[src/rtl/alu_pkg.sv]
// alu_pkg
// Shared definitions for the multi-cycle ALU: opcode encodings, FSM state
// encoding and the bit positions of the packed status-flag register.
package alu_pkg;

  localparam logic [2:0] OP_FWD = 3'b000;
  localparam logic [2:0] OP_ADD = 3'b001;
  localparam logic [2:0] OP_AND = 3'b010;
  localparam logic [2:0] OP_OR  = 3'b011;
  localparam logic [2:0] OP_SUB = 3'b100;
  localparam logic [2:0] OP_MUL = 3'b101;
  localparam logic [2:0] OP_SLL = 3'b110;
  localparam logic [2:0] OP_SRA = 3'b111;

  typedef enum logic [1:0] {
    IDLE = 2'd0,
    BUSY = 2'd1,
    DONE = 2'd2
  } alu_state_e;

  localparam int FLAG_ZERO  = 0;
  localparam int FLAG_CARRY = 1;
  localparam int FLAG_OVF   = 2;
  localparam int FLAG_W     = 3;

  function automatic logic is_shift(input logic [2:0] op);
    return (op == OP_SLL) || (op == OP_SRA);
  endfunction

endpackage

[src/rtl/alu_mul_iter.sv]
// alu_mul_iter
// Iterative shift-add multiplier producing the low WIDTH bits of a product.
// One multiplier bit is consumed per cycle; a load on start is followed by
// exactly WIDTH iteration cycles, the last of which raises done for one cycle
// with the final product valid on that same cycle.
//
// Ports:
//   clk          clock, rising edge
//   reset_n      asynchronous active-low reset
//   start        load operands (must not coincide with a running operation)
//   multiplicand WIDTH-bit operand
//   multiplier   WIDTH-bit operand
//   done         one-cycle pulse on the final iteration cycle
//   product      low WIDTH bits of multiplicand * multiplier (valid with done)
module alu_mul_iter #(
  parameter int WIDTH = 8
) (
  input  logic             clk,
  input  logic             reset_n,
  input  logic             start,
  input  logic [WIDTH-1:0] multiplicand,
  input  logic [WIDTH-1:0] multiplier,
  output logic             done,
  output logic [WIDTH-1:0] product
);

  localparam int CNT_W = $clog2(WIDTH + 1);

  logic [WIDTH-1:0] acc_q;
  logic [WIDTH-1:0] mcand_q;
  logic [WIDTH-1:0] mplier_q;
  logic [CNT_W-1:0] cnt_q;
  logic [WIDTH-1:0] acc_next;

  // Only the low WIDTH bits are kept, so the signed/unsigned distinction of
  // the operands does not matter here.
  assign acc_next = acc_q + (mplier_q[0] ? mcand_q : '0);
  assign done     = (cnt_q == CNT_W'(1));
  assign product  = acc_next;

  always_ff @(posedge clk or negedge reset_n) begin
    if (!reset_n) begin
      acc_q    <= '0;
      mcand_q  <= '0;
      mplier_q <= '0;
      cnt_q    <= '0;
    end else if (start) begin
      acc_q    <= '0;
      mcand_q  <= multiplicand;
      mplier_q <= multiplier;
      cnt_q    <= CNT_W'(WIDTH);
    end else if (cnt_q != '0) begin
      acc_q    <= acc_next;
      mcand_q  <= {mcand_q[WIDTH-2:0], 1'b0};
      mplier_q <= {1'b0, mplier_q[WIDTH-1:1]};
      cnt_q    <= cnt_q - CNT_W'(1);
    end
  end

endmodule

[src/rtl/alu_multicycle.sv]
// alu_multicycle
// Parametrised ALU with a valid/ready handshake on both sides. FORWARD, ADD,
// AND, OR, SUB and zero-amount shifts complete on the accepting edge; MUL
// (WIDTH cycles) and non-zero shifts (one bit per cycle) iterate in BUSY.
// The result and flags are held in DONE until the consumer takes them.
//
// state | meaning
// IDLE  | ready for a request (in_ready = 1)
// BUSY  | iterating a MUL or a shift
// DONE  | result and flags presented (out_valid = 1)
//
// Ports:
//   clk        clock, rising edge
//   reset_n    asynchronous active-low reset
//   in_valid   operation request
//   in_ready   request can be accepted (IDLE only)
//   select     opcode
//   data1      operand 1, unsigned
//   data2      operand 2, two's complement; low SHAMT_W bits are the shift amount
//   out_valid  result available
//   out_ready  consumer takes the result
//   result     registered result
//   zero       result == 0
//   carry      ADD carry-out, SUB not-borrow
//   overflow   ADD/SUB signed overflow
module alu_multicycle
  import alu_pkg::*;
#(
  parameter int WIDTH   = 8,
  parameter int SHAMT_W = $clog2(WIDTH)
) (
  input  logic             clk,
  input  logic             reset_n,
  input  logic             in_valid,
  output logic             in_ready,
  input  logic [2:0]       select,
  input  logic [WIDTH-1:0] data1,
  input  logic [WIDTH-1:0] data2,
  output logic             out_valid,
  input  logic             out_ready,
  output logic [WIDTH-1:0] result,
  output logic             zero,
  output logic             carry,
  output logic             overflow
);

  alu_state_e state_q, state_d;

  logic [2:0]        op_q;
  logic [WIDTH-1:0]  shreg_q;
  logic [SHAMT_W-1:0] shcnt_q;
  logic [WIDTH-1:0]  result_q;
  logic [FLAG_W-1:0] flags_q;

  logic               accept;
  logic [SHAMT_W-1:0] shamt;
  logic               mul_start;
  logic               mul_done;
  logic [WIDTH-1:0]   mul_product;

  logic [WIDTH:0]     sum_ext;
  logic [WIDTH:0]     diff_ext;
  logic [WIDTH-1:0]   alu_res;
  logic [FLAG_W-1:0]  alu_flags;

  logic [WIDTH-1:0]   shreg_next;
  logic               iter_done;
  logic [WIDTH-1:0]   iter_res;

  assign accept = in_valid && in_ready;
  assign shamt  = data2[SHAMT_W-1:0];

  // Single-cycle datapath, evaluated on the live inputs so the result can be
  // registered on the accepting edge.
  always_comb begin
    sum_ext   = {1'b0, data1} + {1'b0, data2};
    diff_ext  = {1'b0, data1} - {1'b0, data2};
    alu_res   = '0;
    alu_flags = '0;
    case (select)
      OP_FWD: alu_res = data2;
      OP_ADD: begin
        alu_res               = sum_ext[WIDTH-1:0];
        alu_flags[FLAG_CARRY] = sum_ext[WIDTH];
        alu_flags[FLAG_OVF]   = (data1[WIDTH-1] == data2[WIDTH-1]) &&
                                (sum_ext[WIDTH-1] != data1[WIDTH-1]);
      end
      OP_AND: alu_res = data1 & data2;
      OP_OR:  alu_res = data1 | data2;
      OP_SUB: begin
        alu_res               = diff_ext[WIDTH-1:0];
        // The extended difference borrows exactly when data1 < data2.
        alu_flags[FLAG_CARRY] = ~diff_ext[WIDTH];
        alu_flags[FLAG_OVF]   = (data1[WIDTH-1] != data2[WIDTH-1]) &&
                                (diff_ext[WIDTH-1] != data1[WIDTH-1]);
      end
      OP_SLL, OP_SRA: alu_res = data1;  // zero-amount shift only
      default: alu_res = '0;
    endcase
    alu_flags[FLAG_ZERO] = (alu_res == '0);
  end

  // One bit position per BUSY cycle.
  assign shreg_next = (op_q == OP_SRA) ? {shreg_q[WIDTH-1], shreg_q[WIDTH-1:1]}
                                       : {shreg_q[WIDTH-2:0], 1'b0};

  assign iter_done = (op_q == OP_MUL) ? mul_done : (shcnt_q == SHAMT_W'(1));
  assign iter_res  = (op_q == OP_MUL) ? mul_product : shreg_next;

  alu_mul_iter #(
    .WIDTH (WIDTH)
  ) u_mul (
    .clk          (clk),
    .reset_n      (reset_n),
    .start        (mul_start),
    .multiplicand (data1),
    .multiplier   (data2),
    .done         (mul_done),
    .product      (mul_product)
  );

  always_ff @(posedge clk or negedge reset_n) begin
    if (!reset_n) begin
      state_q <= IDLE;
    end else begin
      state_q <= state_d;
    end
  end

  always_comb begin
    state_d   = state_q;
    mul_start = 1'b0;
    in_ready  = 1'b0;
    out_valid = 1'b0;
    case (state_q)
      IDLE: begin
        in_ready = 1'b1;
        if (in_valid) begin
          if (select == OP_MUL) begin
            state_d   = BUSY;
            mul_start = 1'b1;
          end else if (is_shift(select) && (shamt != '0)) begin
            state_d = BUSY;
          end else begin
            state_d = DONE;
          end
        end
      end
      BUSY: begin
        if (iter_done) state_d = DONE;
      end
      DONE: begin
        out_valid = 1'b1;
        if (out_ready) state_d = IDLE;
      end
      default: state_d = IDLE;
    endcase
  end

  always_ff @(posedge clk or negedge reset_n) begin
    if (!reset_n) begin
      op_q     <= OP_FWD;
      shreg_q  <= '0;
      shcnt_q  <= '0;
      result_q <= '0;
      flags_q  <= '0;
    end else begin
      case (state_q)
        IDLE: begin
          if (accept) begin
            op_q    <= select;
            shreg_q <= data1;
            shcnt_q <= shamt;
            if (state_d == DONE) begin
              result_q <= alu_res;
              flags_q  <= alu_flags;
            end
          end
        end
        BUSY: begin
          if (op_q != OP_MUL) begin
            shreg_q <= shreg_next;
            shcnt_q <= shcnt_q - SHAMT_W'(1);
          end
          if (iter_done) begin
            result_q            <= iter_res;
            flags_q             <= '0;
            flags_q[FLAG_ZERO]  <= (iter_res == '0);
          end
        end
        default: ;
      endcase
    end
  end

  assign result   = result_q;
  assign zero     = flags_q[FLAG_ZERO];
  assign carry    = flags_q[FLAG_CARRY];
  assign overflow = flags_q[FLAG_OVF];

endmodule
[config.mk]
export PLATFORM = sky130hd
export DESIGN_NAME = alu_multicycle
export DESIGN_NICKNAME = d
export VERILOG_FILES = /design/src/rtl/alu_pkg.sv /design/src/rtl/alu_mul_iter.sv /design/src/rtl/alu_multicycle.sv
export SDC_FILE = /design/constraint.sdc
export NUM_CORES = 1
export LEC_CHECK = 0
export CORE_ASPECT_RATIO = 0.9
export CORE_MARGIN = 2
export CORE_UTILIZATION = 40
export CTS_CLUSTER_SIZE = 16
export DETAILED_ROUTE_END_ITERATION = 16
export PLACE_DENSITY = 0.63
export SLEW_MARGIN = 10
export SYNTH_ARGS = -nofsm -noshare
export SYNTH_HDL_FRONTEND = slang
export SYNTH_HIERARCHICAL = 1
export SYNTH_SLANG_ARGS = --single-unit
[constraint.sdc]
create_clock -name clk -period 7.4 [get_ports clk]
set_input_delay 1.11 -clock clk [delete_from_list [all_inputs] [get_ports clk]]
set_output_delay 1.11 -clock clk [all_outputs]
set_load 0.01 [all_outputs]
==> results of run 1 <==
## worst max-delay path: stages
cell	delay (ns)
clkdlybuf4s50_1	0.58
inv_1	0.10
ha_1	0.23
fa_1	0.42
o21bai_2	0.19
a2111oi_2	0.10
or4_4	0.53
a221oi_2	0.26
nor3b_2	0.09
a211o_1	0.28
o21ai_2	0.10
## layout by cell type (no fill, tap or decap), drive strengths merged, types with 7 or more instances in the layout
cell type | synthesis | routed
a21oi | 47 | 47
and2 | 9 | 9
buf | 17 | 8
clkdlybuf4s50 | 0 | 34
dfrtp | 55 | 55
ha | 35 | 35
inv | 34 | 35
mux2i | 31 | 31
nand2 | 61 | 61
nand2b | 9 | 9
nand3 | 7 | 7
nor2 | 55 | 55
nor2b | 8 | 8
o21ai | 47 | 47
xnor2 | 12 | 12
## area by class of cell
class,count,share of cell area
well taps,156,0.0375
repair buffers,42,0.0765
clock inverters,2,0.00746
multi-input cells,427,0.563
flip-flops and latches,55,0.265
inverters,34,0.0245
clock buffers,6,0.0267
## stage by stage
stage	power, mW	cells	hold slack (ns)
floorplan	1.00	547	0.470
global placement	1.21	714	0.493
detailed placement	1.23	714	0.498
CTS	1.53	722	0.533
global route	1.63	722	0.551
finish	1.52	722	0.527
## layer usage
metal | part of all wire | GRT usage
met1 | 0.49 | 0.297
met4 | 0.017 | 0.0605
met2 | 0.45 | 0.304
met3 | 0.041 | 0.0230
met5 | 0 | 0
## worst min path at each step
stage          slack, ns                    from  depth (start not counted)                     end
4_1_cts             0.53   result[4]$_DFFE_PN0P_                          2   result[4]$_DFFE_PN0P_
3_3_place_gp        0.49   result[2]$_DFFE_PN0P_                          1   result[2]$_DFFE_PN0P_
2_1_floorplan       0.47  shreg_q[3]$_DFFE_PN0P_                          2  shreg_q[3]$_DFFE_PN0P_
5_1_grt             0.55   result[2]$_DFFE_PN0P_                          1   result[2]$_DFFE_PN0P_
6_report            0.53   result[4]$_DFFE_PN0P_                          2   result[4]$_DFFE_PN0P_
3_5_place_dp        0.50   result[2]$_DFFE_PN0P_                          1   result[2]$_DFFE_PN0P_
## power groups by stage
stage | sequential, mW | clock, mW | combinational [mW]
6_report | 0.522 | 0.287 | 0.709
5_1_grt | 0.539 | 0.302 | 0.791
4_1_cts | 0.522 | 0.294 | 0.710
3_5_place_dp | 0.527 | 0 | 0.706
3_3_place_gp | 0.521 | 0 | 0.694
2_1_floorplan | 0.504 | 0 | 0.499
## cells by family (layout without fill, tap and decap cells)
logic type | count (synthesis) | after routing | synth area share
AOI/OAI and AO/OA | 156 | 156 | 0.222
xor gates and xnor gates | 14 | 14 | 0.0267
adders and majority gates | 38 | 38 | 0.109
buffers and inverters | 65 | 84 | 0.0625
DFF | 55 | 55 | 0.300
muxes | 36 | 36 | 0.0849
and+or+nand+nor | 183 | 183 | 0.195
## sequential cells by signal, indices dropped and copies added, names as in the netlist
register,count
flags_q,3
op_q,3
result,8
shcnt_q,3
shreg_q,8
state_q,2
u_mul/acc_q,8
u_mul/cnt_q,4
u_mul/mcand_q,8
u_mul/mplier_q,8
==> flow_summary.toml, run 1 <==
[clock_network]
path_clk_slew_ns = 0.07
numClockSinks = 55
ctsLongestPathBuffers = 2
cts_buffers = 5
cts_resized = 0
cts_root_buf = "clkbuf_16"
ctsHoldBuffers = 0
post_cts_buffers = 0
htreeDepth = 2
clk-insertion-delay-late_ns = 0.30
cts_tree = "yes"

[floorplanning]
rows = 37
dieArea_um2 = 12300
die_w_um = 117
core-area_um2 = 11300
die_h_um = 106
ios = 36
initial_utilization = 0.406

[worst_setup_path]
ff2ff_setup_slack_ns = 4.27
r2r_cells = 13
worstPathRequired_ns = 7.64
start_kind = "input port"
worstSetupPathType = "input port to register"
path_max_fanout = 5
crit_path_start = "data1[0]"
endpoint_kind = "register"
r2r-start = "u_mul/mplier_q[0]$_DFFE_PN0P_"
r2r-end = "flags_q[0]$_DFFE_PN0P_"
crit_arrival_ns = 4.00
crit_end = "flags_q[0]$_DFFE_PN0P_"

[placement]
gp_congestion = 0.882
dp_worst_setup_slack_ns = 3.37
place_hpwl_um = 8780
place_area_um2 = 5020
io_buffers = 35

[layout]
fin_nets = 626
nFillCells = 1165
drive_above_1_share = 0.0724
final_util = 0.460
n_antenna_cell = 0
area_delta_synth_final_pct = 13.4
final_cell_area_um2 = 5200
multiInputGateArea_um2 = 2930
ff_latch_area_um2 = 1380

[sta]
setup_violations = 0
fin_crit_sh = 0.508
rsz0062_at_grt = "false"
tightest_slew_ns = 0.997
worst_slack_ns = 3.64
final_hold_viol_count = 0
period_minus_slack_ns = 3.76
max_slew_margin = 0.334
fmax_mhz = 266
drv_slew = 0
final.setup.tns_ns = 0
clock_skew_ns = 0.0109

[synthesis]
synth-main-ff-cell = "dfrtp_1"
synth_area_leaders = "dfrtp_1 (30%), ha_1 (9.5%), mux2i_1 (6.8%)"
avgSynthCellArea_um2 = 8.38
synth_nets = 608
synth_top_area_frac = 0.300
netlist_top_cells_count = "nand2_1 (59), dfrtp_1 (55), nor2_1 (55)"
synth_area_leader_cell = "dfrtp_1"
ys_seq_area_frac = 0.300
synth_cells = 547
synth-seq-cells = 55
synthArstFlopShare = 1.00
synth_edf_count = 0
synth_most_common_cell = "nand2_1"
synth_cell_types = 75
yosysWarnings = 6
syn_area_um2 = 4590

[power_and_ir_drop]
combPwrFrac = 0.467
peakVddDrop_mv = 0.124
p_leak_nw = 2.36
pwr-share-seq = 0.344
p_switching_mw = 0.615
power_density_nw_per_um2 = 292
p_int_mw = 0.903
swShare = 0.405
p_clk_frac = 0.189

[drt]
vias = 3981
first_pass_iters = 5
drt_drc_violations_left = 0
drt-initial-drc-count = 292
ant_nets = 0
vias_per_cell = 5.51
routed_wl_um = 12000
drt-wirelength-per-cell_um = 16.6

[global_routing]
first_global_vias = 3776
grt_start_max_net_pins = 56
grt_use_total = 0.200
grt_pass1_wl_um = 19400
antenna_found_initial = 0
grt_overflow = 0

[run_status]
status = "finished, final reports clean"

[flow_run]
cap_violations = 0

[min_path]
worst_hold_path_type = "register to register"
(Power assumes the default switching activity.)
==> inputs of run 2 (changes only) <==
clock period = 3.51 ns   (was 7.4 ns; I/O delays follow)
==> run 2 against run 1 <==
  * Worst setup slack got worse by 3.3 ns
  * Count of clock-buffer cells in the layout down 1
  * Combinational power grew 120%
  * Non-clock buffer count grew 24
  * Final area increased by 3.2%
  * Clock skew fell by 0.0042 ns
  * Via count increased by 2.8%
  * Critical path depth shrank 1
  * Clock power up 83%
  * First-iteration DRC count is 13% higher
  * Critical endpoint unchanged
  * Highest routed layer unchanged
==> flow_summary.toml, run 2 (synthesized netlist as in run 1, its figures left out) <==
[worst_setup_path]
r2r-end = "flags_q[0]$_DFFE_PN0P_"
endpoint_kind = "register"
cpMaxStageDelayCell = "clkdlybuf4s50_1"
ff2ff_setup_slack_ns = 0.40
r2r-start = "u_mul/mplier_q[0]$_DFFE_PN0P_"
critPathMaxStageDelay_ns = 0.57
critPathTopFamily = "compound AO/OA/AOI/OAI gates"
worstSetupPathType = "input port to register"
start_kind = "input port"
crit_chain = "clkdlybuf4s50_1 -> ha_1 -> fa_1 -> a211oi_2 -> nor4_1 -> or4_4 -> a221oi_2 -> nor3b_2 -> a211o_1 -> o21ai_2"
r2r_cells = 13
crit_end = "flags_q[0]$_DFFE_PN0P_"
worstPathRequired_ns = 3.74
critical_path_buf_inv_count = 1
crit_arrival_ns = 3.38
worstSetupPathDepth = 10
crit_path_start = "data2[0]"
path_max_fanout = 6

[layout]
fin_nets = 650
nFillCells = 1144
most-common-layout-cells = "nand2_1 (59), dfrtp_1 (55), nor2_1 (54), a21oi_1 (45), o21ai_0 (44)"
area_delta_synth_final_pct = 17.0
ff_latch_area_um2 = 1380
mostFrequentLayoutCell = "nand2_1"
multiInputGateArea_um2 = 2930
drive_above_1_share = 0.110
n_antenna_cell = 0

[sta]
fmax_mhz = 318
period_minus_slack_ns = 3.14
worst_slack_ns = 0.367
setup_violations = 0
final_hold_viol_count = 0
fin_crit_sh = 0.895
drv_slew = 0
clock_skew_ns = 0.00670
tightest_slew_ns = 0.873
final.setup.tns_ns = 0
rsz0062_at_grt = "false"
max_slew_margin = 0.418

[floorplanning]
core-area_um2 = 11300
ios = 36
die_h_um = 106
dieArea_um2 = 12300
rows = 37
initial_utilization = 0.406
die_w_um = 117

[global_routing]
met3_usage = 0.0270
grt_overflow = 0
grt_start_max_net_pins = 36
grt_use_total = 0.211
grt_busiest_layer = "met2"
antenna_found_initial = 0
globalRouteMet2Util = 0.320
grt_pass1_wl_um = 20300
first_global_vias = 3995
met1_usage = 0.307

[clock_network]
cts_resized = 0
clk-insertion-delay-late_ns = 0.30
cts_buffers = 5
htreeDepth = 2
ctsHoldBuffers = 0
cts_tree = "yes"
ctsLongestPathBuffers = 2
numClockSinks = 55
cts_root_buf = "clkbuf_16"
post_cts_buffers = 0
path_clk_slew_ns = 0.07

[placement]
gp_congestion = 0.916
io_buffers = 35
place_hpwl_um = 9550
dp_worst_setup_slack_ns = 0.0720

[power_and_ir_drop]
peakVddDrop_mv = 0.195
p_leak_nw = 2.47
power_density_nw_per_um2 = 589
p_total_mw = 3.16

[drt]
first_pass_iters = 5
vias = 4091
vias_per_cell = 5.48
routed_wl_um = 12400
drt-initial-drc-count = 329
ant_nets = 0
drt-wirelength-per-cell_um = 16.6
drt_drc_violations_left = 0

[run_status]
status = "finished, final reports clean"

[min_path]
worst_hold_path_type = "input port to asynchronous set/reset pin"

[flow_run]
cap_violations = 0
==> run 2: cell count changes in the layout (fill, tap and decap cells not counted) <==
cell / change
inv_8: +1
buf_12: +1
clkinv_2: +1
inv_6: -1
clkinvlp_4: +1
buf_4: +23
clkbuf_8: -1
bufinv_16: -1
==> run 2: metal layers <==
layer / vias to the layer above / share of wire
li1: 2002 / -
met1: 1974 / 0.50
met4: 0 / 0.024
met2: 95 / 0.44
met3: 20 / 0.041
met5: - / 0
==> run 2: final cells by class <==
class | instances | share of cell area
Inverter | 34 | 0.0238
Clock inverter | 3 | 0.00443
Tap cell | 156 | 0.0364
Clock buffer | 5 | 0.0233
Multi-Input combinational cell | 427 | 0.545
Timing Repair Buffer | 66 | 0.110
Sequential cell | 55 | 0.257
==> run 2: worst min path at each step <==
| stage | from | to | slack, ns |
|---|---|---|---|
| 2_1_floorplan | reset_n | flags_q[0]$_DFFE_PN0P_ | 0.23 |
| 3_3_place_gp | result[2]$_DFFE_PN0P_ | result[2]$_DFFE_PN0P_ | 0.48 |
| 3_5_place_dp | result[2]$_DFFE_PN0P_ | result[2]$_DFFE_PN0P_ | 0.49 |
| 4_1_cts | reset_n | u_mul/acc_q[3]$_DFFE_PN0P_ | 0.36 |
| 5_1_grt | reset_n | u_mul/acc_q[3]$_DFFE_PN0P_ | 0.39 |
| 6_report | reset_n | u_mul/cnt_q[0]$_DFFE_PN0P_ | 0.33 |
==> run 2: through the flow <==
step,std cells,hold WS [ns],instance area (µm²),utilization
floorplan,547,0.231,4590,-
global placement,738,0.481,5220,0.462
detailed placement,738,0.486,5220,0.462
CTS,746,0.361,5360,0.475
global route,746,0.391,5360,0.475
finish,746,0.327,5360,0.475
==> run 2: power breakdown <==
group | total (mW) | internal (mW) | switching, mW
Sequential | 1.09 | 0.886 | 0.207
Combinational | 1.54 | 0.687 | 0.854
Clock | 0.525 | 0.269 | 0.255
Total | 3.16 | 1.84 | 1.32
